===== src/rtl/alu_issue_ctrl_pkg.sv =====
// alu_issue_ctrl_pkg: opcodes, instruction field offsets and FSM encoding shared by the issue controller
package alu_issue_ctrl_pkg;
    localparam int DATA_WIDTH = 4;
    localparam int NUM_REG    = 4;
    localparam int ADDR_WIDTH = 2;
    localparam int RT_LSB     = 0;
    localparam int RS_LSB     = ADDR_WIDTH;
    localparam int RD_LSB     = 2 * ADDR_WIDTH;
    localparam int OP_LSB     = 3 * ADDR_WIDTH;
    localparam int INSTR_W    = OP_LSB + 3;
    typedef enum logic [2:0] {
        ADD  = 3'd0,
        SUB  = 3'd1,
        INC  = 3'd2,
        NOR  = 3'd3,
        NAND = 3'd4,
        SHR2 = 3'd5,
        SHL1 = 3'd6,
        MUL  = 3'd7
    } op_e;
    typedef enum logic [1:0] {
        IDLE  = 2'd0,
        ISSUE = 2'd1,
        WB    = 2'd2
    } state_e;
endpackage


===== src/rtl/alu_issue_ctrl_if.sv =====
// alu_issue_ctrl_if: instruction handshake, preload, ALU and writeback bus of the issue controller
interface alu_issue_ctrl_if #(
    parameter int DATA_W = 4,
    parameter int ADDR_W = 2
);
    logic                  in_valid;
    logic                  in_ready;
    logic [3+3*ADDR_W-1:0] in_instr;
    logic                  load_en;
    logic [ADDR_W-1:0]     load_addr;
    logic [DATA_W-1:0]     load_data;
    logic [2:0]            op_code;
    logic [DATA_W-1:0]     rs;
    logic [DATA_W-1:0]     rt;
    logic [DATA_W-1:0]     alu_rd;
    logic                  wb_valid;
    logic [ADDR_W-1:0]     wb_addr;
    logic [DATA_W-1:0]     wb_data;
    logic [ADDR_W-1:0]     dbg_addr;
    logic [DATA_W-1:0]     dbg_data;
    logic [7:0]            instr_cnt;
    modport slave (
        input  in_valid, in_instr, load_en, load_addr, load_data, alu_rd, dbg_addr,
        output in_ready, op_code, rs, rt, wb_valid, wb_addr, wb_data, dbg_data, instr_cnt
    );
    modport master (
        output in_valid, in_instr, load_en, load_addr, load_data, alu_rd, dbg_addr,
        input  in_ready, op_code, rs, rt, wb_valid, wb_addr, wb_data, dbg_data, instr_cnt
    );
endinterface


===== src/rtl/alu_issue_ctrl_regfile.sv =====
// alu_regfile: NREG x DATA_W storage, one write port and three combinational read ports
module alu_regfile #(
    parameter int DATA_W = 4,
    parameter int NREG   = 4,
    parameter int ADDR_W = 2
) (
    input  logic              clk,
    input  logic              rst_n,
    input  logic              we,
    input  logic [ADDR_W-1:0] waddr,
    input  logic [DATA_W-1:0] wdata,
    input  logic [ADDR_W-1:0] rs_addr,
    input  logic [ADDR_W-1:0] rt_addr,
    input  logic [ADDR_W-1:0] dbg_addr,
    output logic [DATA_W-1:0] rs_data,
    output logic [DATA_W-1:0] rt_data,
    output logic [DATA_W-1:0] dbg_data
);
    logic [DATA_W-1:0] mem [NREG];
    // single write port, cleared on reset
    always_ff @(posedge clk or negedge rst_n) begin
        if (!rst_n) begin
            for (int i = 0; i < NREG; i++) mem[i] <= '0;
        end else if (we) begin
            mem[waddr] <= wdata;
        end
    end
    assign rs_data  = mem[rs_addr];
    assign rt_data  = mem[rt_addr];
    assign dbg_data = mem[dbg_addr];
endmodule


===== src/rtl/alu_issue_ctrl.sv =====
// alu_issue_ctrl: sequences IDLE/ISSUE/WB to run instructions through the external ALU into a local register file
module alu_issue_ctrl
    import alu_issue_ctrl_pkg::*;
#(
    parameter int DATA_W = DATA_WIDTH,
    parameter int NREG   = NUM_REG,
    parameter int ADDR_W = ADDR_WIDTH
) (
    input logic           clk,
    input logic           rst_n,
    alu_issue_ctrl_if.slave bus
);
    state_e                state, nxt;
    logic [3+3*ADDR_W-1:0] ir;
    logic [DATA_W-1:0]     res_q, rf_rs, rf_rt, rf_wdata;
    logic [ADDR_W-1:0]     rf_waddr, rd_a;
    logic                  rf_we;
    logic [7:0]            cnt;
    assign rd_a          = ir[RD_LSB +: ADDR_W];
    assign bus.instr_cnt = cnt;
    alu_regfile #(.DATA_W(DATA_W), .NREG(NREG), .ADDR_W(ADDR_W)) u_rf (
        .clk      (clk),
        .rst_n    (rst_n),
        .we       (rf_we),
        .waddr    (rf_waddr),
        .wdata    (rf_wdata),
        .rs_addr  (ir[RS_LSB +: ADDR_W]),
        .rt_addr  (ir[RT_LSB +: ADDR_W]),
        .dbg_addr (bus.dbg_addr),
        .rs_data  (rf_rs),
        .rt_data  (rf_rt),
        .dbg_data (bus.dbg_data)
    );
    // state register
    always_ff @(posedge clk or negedge rst_n) begin
        if (!rst_n) state <= IDLE;
        else state <= nxt;
    end
    // accept in IDLE, then one ISSUE and one WB cycle
    always_comb begin
        nxt = state == IDLE  ? (bus.in_valid ? ISSUE : IDLE) :
              state == ISSUE ? WB : IDLE;
    end
    // ALU drive, writeback strobe and register-file write mux (WB wins; preload only in IDLE)
    always_comb begin
        bus.in_ready = state == IDLE;
        bus.op_code  = state == ISSUE ? ir[OP_LSB +: 3] : 3'd0;
        bus.rs       = state == ISSUE ? rf_rs : '0;
        bus.rt       = state == ISSUE ? rf_rt : '0;
        bus.wb_valid = state == WB;
        bus.wb_addr  = state == WB ? rd_a : '0;
        bus.wb_data  = state == WB ? res_q : '0;
        rf_we        = state == WB || (state == IDLE && bus.load_en);
        rf_waddr     = state == WB ? rd_a : bus.load_addr;
        rf_wdata     = state == WB ? res_q : bus.load_data;
    end
    // instruction latch, result capture and retire counter
    always_ff @(posedge clk or negedge rst_n) begin
        if (!rst_n) begin
            ir    <= '0;
            res_q <= '0;
            cnt   <= '0;
        end else begin
            if (state == IDLE && bus.in_valid) ir <= bus.in_instr;
            if (state == ISSUE) res_q <= bus.alu_rd;
            if (state == WB) cnt <= cnt + 8'd1;
        end
    end
endmodule


===== src/flat_wrapper.sv =====
// flat-port wrapper written by rule: the top's interface ports become plain ports
module alu_issue_ctrl_flat import alu_issue_ctrl_pkg::*;
#(
    parameter int DATA_W = DATA_WIDTH,
    parameter int NREG   = NUM_REG,
    parameter int ADDR_W = ADDR_WIDTH
)
  (clk, rst_n, bus_in_valid, bus_in_instr, bus_load_en, bus_load_addr, bus_load_data, bus_alu_rd, bus_dbg_addr, bus_in_ready, bus_op_code, bus_rs, bus_rt, bus_wb_valid, bus_wb_addr, bus_wb_data, bus_dbg_data, bus_instr_cnt);
  alu_issue_ctrl_if #(.DATA_W(DATA_W), .ADDR_W(ADDR_W)) bus_i ();
  input logic clk;
  input logic rst_n;
  input wire logic [$bits(bus_i.in_valid)-1:0] bus_in_valid;
  input wire logic [$bits(bus_i.in_instr)-1:0] bus_in_instr;
  input wire logic [$bits(bus_i.load_en)-1:0] bus_load_en;
  input wire logic [$bits(bus_i.load_addr)-1:0] bus_load_addr;
  input wire logic [$bits(bus_i.load_data)-1:0] bus_load_data;
  input wire logic [$bits(bus_i.alu_rd)-1:0] bus_alu_rd;
  input wire logic [$bits(bus_i.dbg_addr)-1:0] bus_dbg_addr;
  output wire logic [$bits(bus_i.in_ready)-1:0] bus_in_ready;
  output wire logic [$bits(bus_i.op_code)-1:0] bus_op_code;
  output wire logic [$bits(bus_i.rs)-1:0] bus_rs;
  output wire logic [$bits(bus_i.rt)-1:0] bus_rt;
  output wire logic [$bits(bus_i.wb_valid)-1:0] bus_wb_valid;
  output wire logic [$bits(bus_i.wb_addr)-1:0] bus_wb_addr;
  output wire logic [$bits(bus_i.wb_data)-1:0] bus_wb_data;
  output wire logic [$bits(bus_i.dbg_data)-1:0] bus_dbg_data;
  output wire logic [$bits(bus_i.instr_cnt)-1:0] bus_instr_cnt;
  assign bus_i.in_valid = bus_in_valid;
  assign bus_i.in_instr = bus_in_instr;
  assign bus_i.load_en = bus_load_en;
  assign bus_i.load_addr = bus_load_addr;
  assign bus_i.load_data = bus_load_data;
  assign bus_i.alu_rd = bus_alu_rd;
  assign bus_i.dbg_addr = bus_dbg_addr;
  assign bus_in_ready = bus_i.in_ready;
  assign bus_op_code = bus_i.op_code;
  assign bus_rs = bus_i.rs;
  assign bus_rt = bus_i.rt;
  assign bus_wb_valid = bus_i.wb_valid;
  assign bus_wb_addr = bus_i.wb_addr;
  assign bus_wb_data = bus_i.wb_data;
  assign bus_dbg_data = bus_i.dbg_data;
  assign bus_instr_cnt = bus_i.instr_cnt;
  alu_issue_ctrl #(.DATA_W(DATA_W), .NREG(NREG), .ADDR_W(ADDR_W)) u_core (.clk(clk), .rst_n(rst_n), .bus(bus_i));
endmodule

===== config.mk =====
export PLATFORM = sky130hd
export DESIGN_NAME = alu_issue_ctrl_flat
export DESIGN_NICKNAME = d
export VERILOG_FILES = /design/src/rtl/alu_issue_ctrl_pkg.sv /design/src/rtl/alu_issue_ctrl_if.sv /design/src/rtl/alu_issue_ctrl_regfile.sv /design/src/rtl/alu_issue_ctrl.sv /design/src/flat_wrapper.sv
export SDC_FILE = /design/constraint.sdc
export NUM_CORES = 1
export LEC_CHECK = 0
export ABC_AREA = 1
export BUFFER_PORTS_ARGS = -buffer_cell sky130_fd_sc_hd__buf_2
export CORE_MARGIN = 2
export CORE_UTILIZATION = 45
export DETAILED_ROUTE_END_ITERATION = 12
export GPL_TIMING_DRIVEN = 0
export PLACE_DENSITY = 0.69
export RECOVER_POWER = 50
export SYNTH_ARGS = -nofsm -noshare
export SYNTH_HDL_FRONTEND = slang
export SYNTH_HIERARCHICAL = 1
export SYNTH_SLANG_ARGS = --single-unit

===== constraint.sdc =====
create_clock -name clk -period 6.8 [get_ports clk]
set_clock_uncertainty 0.2 [all_clocks]
set_input_delay 1.36 -clock clk [delete_from_list [all_inputs] [get_ports clk]]
set_output_delay 1.36 -clock clk [all_outputs]
set_load 0.1 [all_outputs]

==> results.md <==
* Initial antenna violation count at 0
* Number of global-route vias before repair at 1861
* Vias after detailed routing at roughly 2100
* I/O Buffers at 54
* Adder-cell share of the synthesized area at less than 1%
* Place WS at 2920 ps
* CTS tree: yes
* Share of layout cells above drive strength 1 at between 10% and 20%
* Leak pwr at 1.63 nW
* Die H at 74.8 µm
* Postcts setup bufs at 0
* Worst-path maximum fanout at 9
* Worst Setup Start Kind: input pin
* Core area at between 0.004 and 0.005 mm²
* Ys async rst share at 100%
* Largest net degree at the start of global routing at 40
* Mapped Cells at 330
* Power Dens Cells at between 400 and 500 mW/mm²
* ANT cells at 0
* Hold Fails Final Rpt at 0
* Distinct cell type count after synthesis at 21
* Min Tclk post-route at 3880 ps
* Clk buf depth at 2
* Worst min path class: flop to flop
* Failing checks: max-capacitance violations, max-slew violations
* Syn Area/Cell at a little under 7 µm²
* Worst path required time at 5240 ps
* Global route total overflow at 0
* VDD IR max at 0.432 mV
* Simple-gate portion of the synthesized area at 38.5%
* Die Wd at 74.8 µm
* Seq/Total Area, Yosys at 43.3%
* DR iter-0 viols at 146
* CTS H-tree depth at 2
* Setup TNS at 0 ps
* IO Pins at 56
* Row count at 25
* TritonCTS Buffers at 5
* Gp weighted congestion at 0.909
* Placed Cells at between 400 and 500
* DR pass1 iterations at 4
* Hold slack at between 200 and 300 ps
* DRC at 0
* Post-synthesis compound-gate area fraction at 4.22%
* RSZ-0062 raised after global routing: false
* Fin cells at roughly 460
* Final worst slack at 2920 ps
* Post-CTS resize count at 0
* Final period utilization at 57.1%
* All-layer global routing usage at 20.0%
* Post-DP HPWL at around 4000 µm
* # setup viols final at 0
* Root Driver: clkbuf_8
* Clk sinks at 39
* Arrival @ worst endpoint at 2320 ps
* FMAX at 257 MHz
* Final Util at 56.6%
* Final nets at 417
* Worst slew margin at -35.7%
* Total Die Area at 0.00559 mm²
* Post-Synthesis Cell Area at 0.00225 mm²
* CTS Hold Buffers Added at 0
* Initial core utilization at 47.1%
* Synth Net Count at about 360
* Total wire length at around 5200 µm
* Yosys synthesis warning count at 6
* Register bit total from synthesis at 39
* Post-synthesis mux area share at 0%
* Vias/cell at 4.66
* Detail Route Antenna Nets at 0
* CP Capture Type: output port
* Max-cap violations at 1
* Reg clk slew, reported paths at 70 ps
* Clk_lat worst skew at 290 ps
* Combinational family with the most area after synthesis: simple AND/OR/NAND/NOR gates
* Per-cell routed wire length at 11.4 µm
* CP Class: input pin to output port
* Outcome: finished, violations left
* Slew Viols, Final at 40
* Xor and xnor area share after synthesis at 1.55%
* First-pass GRT wire length at around 8400 µm
* Area growth, synth to finish at 20.2%
* Measured slew at the worst slew-check pin at 2030 ps
* Post-synth EDFFs at 0
* Main flop type after synthesis: dfrtp_1
[layer usage]
layer | share of wire (%) | up-vias | global-route usage, %
met2 | 46 | 56 | 31.1
met1 | 47 | 943 | 27.1
li1 | - | 1130 | -
met4 | 1.8 | 0 | 6.94
met5 | 0 | - | 0
met3 | 5.0 | 8 | 5.35
[cells by family (layout without fill, tap and decap cells)]
kind of cell / after synthesis / after routing
AND/OR/NAND/NOR: 203 / 203
buffers and inverters: 64 / 126
flip-flops: 39 / 39
AO/OA/AOI/OAI: 19 / 19
XOR/XNOR: 4 / 4
adder cells (fa/ha/maj): 1 / 1
[sequential cells by signal, summed over array words and instances (netlist names)]
| signal | count |
|---|---|
| u_core/u_rf/mem | 16 |
| u_core/ir | 9 |
| u_core/bus.instr_cnt | 8 |
| u_core/res_q | 4 |
| u_core/state | 2 |
[cells in the mapped netlist (2+ instances only)]
cell | count | area, µm²
buf_2 | 6 | 30.0
buf_4 | 2 | 15.0
dfrtp_1 | 39 | 976
inv_1 | 52 | 195
inv_4 | 2 | 12.5
nand2_1 | 133 | 499
nand3_1 | 28 | 140
nand3_2 | 3 | 30.0
nand4_1 | 12 | 75.1
nor2_1 | 23 | 86.3
o21ai_0 | 15 | 75.1
o21ai_1 | 4 | 20.0
xnor2_1 | 2 | 17.5
xor2_1 | 2 | 17.5
[where the power goes]
group / total, W / internal, W / leakage, nW / switching (W)
sequential: 0.000362 / 0.000310 / 0.492 / 0.0000520
combinational: 0.000613 / 0.000129 / 1.08 / 0.000483
clock: 0.000197 / 0.000119 / 0.0612 / 0.0000787
[path summary, 6_finish.rpt]
path,start,to,slack (ps),cells past startpoint
max in group asynchronous,rst_n,u_core/u_rf/mem[6],3790,1
min in group asynchronous,rst_n,u_core/res_q[0],1440,1
min,u_core/u_rf/mem[12],u_core/u_rf/mem[12],270,2
min reg2reg,u_core/u_rf/mem[12],u_core/u_rf/mem[12],270,2
max reg2reg,u_core/state[0],u_core/u_rf/mem[3],4260,7
max,bus_dbg_addr[0],bus_dbg_data[0],2920,6
[worst max-delay path: stages]
cell and delay (ps):
buf_2 170, inv_1 150, nand2_1 100, nand3_1 60, nand2_1 70, buf_2 420
[cells in the final DEF (no fill, tap or decap)]
cell type,netlist,routed
ha_1,1,1
nand3_4,1,1
dfrtp_1,39,39
clkinv_2,0,1
o21ai_1,4,4
nand4_1,12,12
buf_2,6,57
clkbuf_1,0,4
clkbuf_8,0,6
bufinv_16,0,1
xnor2_1,2,2
buf_4,2,2
xor2_1,2,2
nor2_1,23,24
nand3_2,3,3
nand3b_1,1,1
nand2_1,133,134
nand3_1,28,28
o21ai_0,15,15
inv_4,2,2
inv_1,52,53
[final cells by class]
class | count | area [µm²]
buffer | 9 | 46.3
inverter | 55 | 211
sequential | 39 | 976
multi-input combinational | 227 | 1010
fill | 517 | 2080
clock buffer | 6 | 82.6
clock inverter | 2 | 35.0
timing repair buffer | 54 | 269
tap | 67 | 83.8
[through the flow]
step	power [W]	area (µm²)
finish	0.00117	2710
floorplan	0.000859	2250
global placement	0.000975	2610
detailed placement	0.000983	2610
CTS	0.00119	2730
global route	0.00126	2710
No activity file was read; power rests on OpenSTA's default activity.
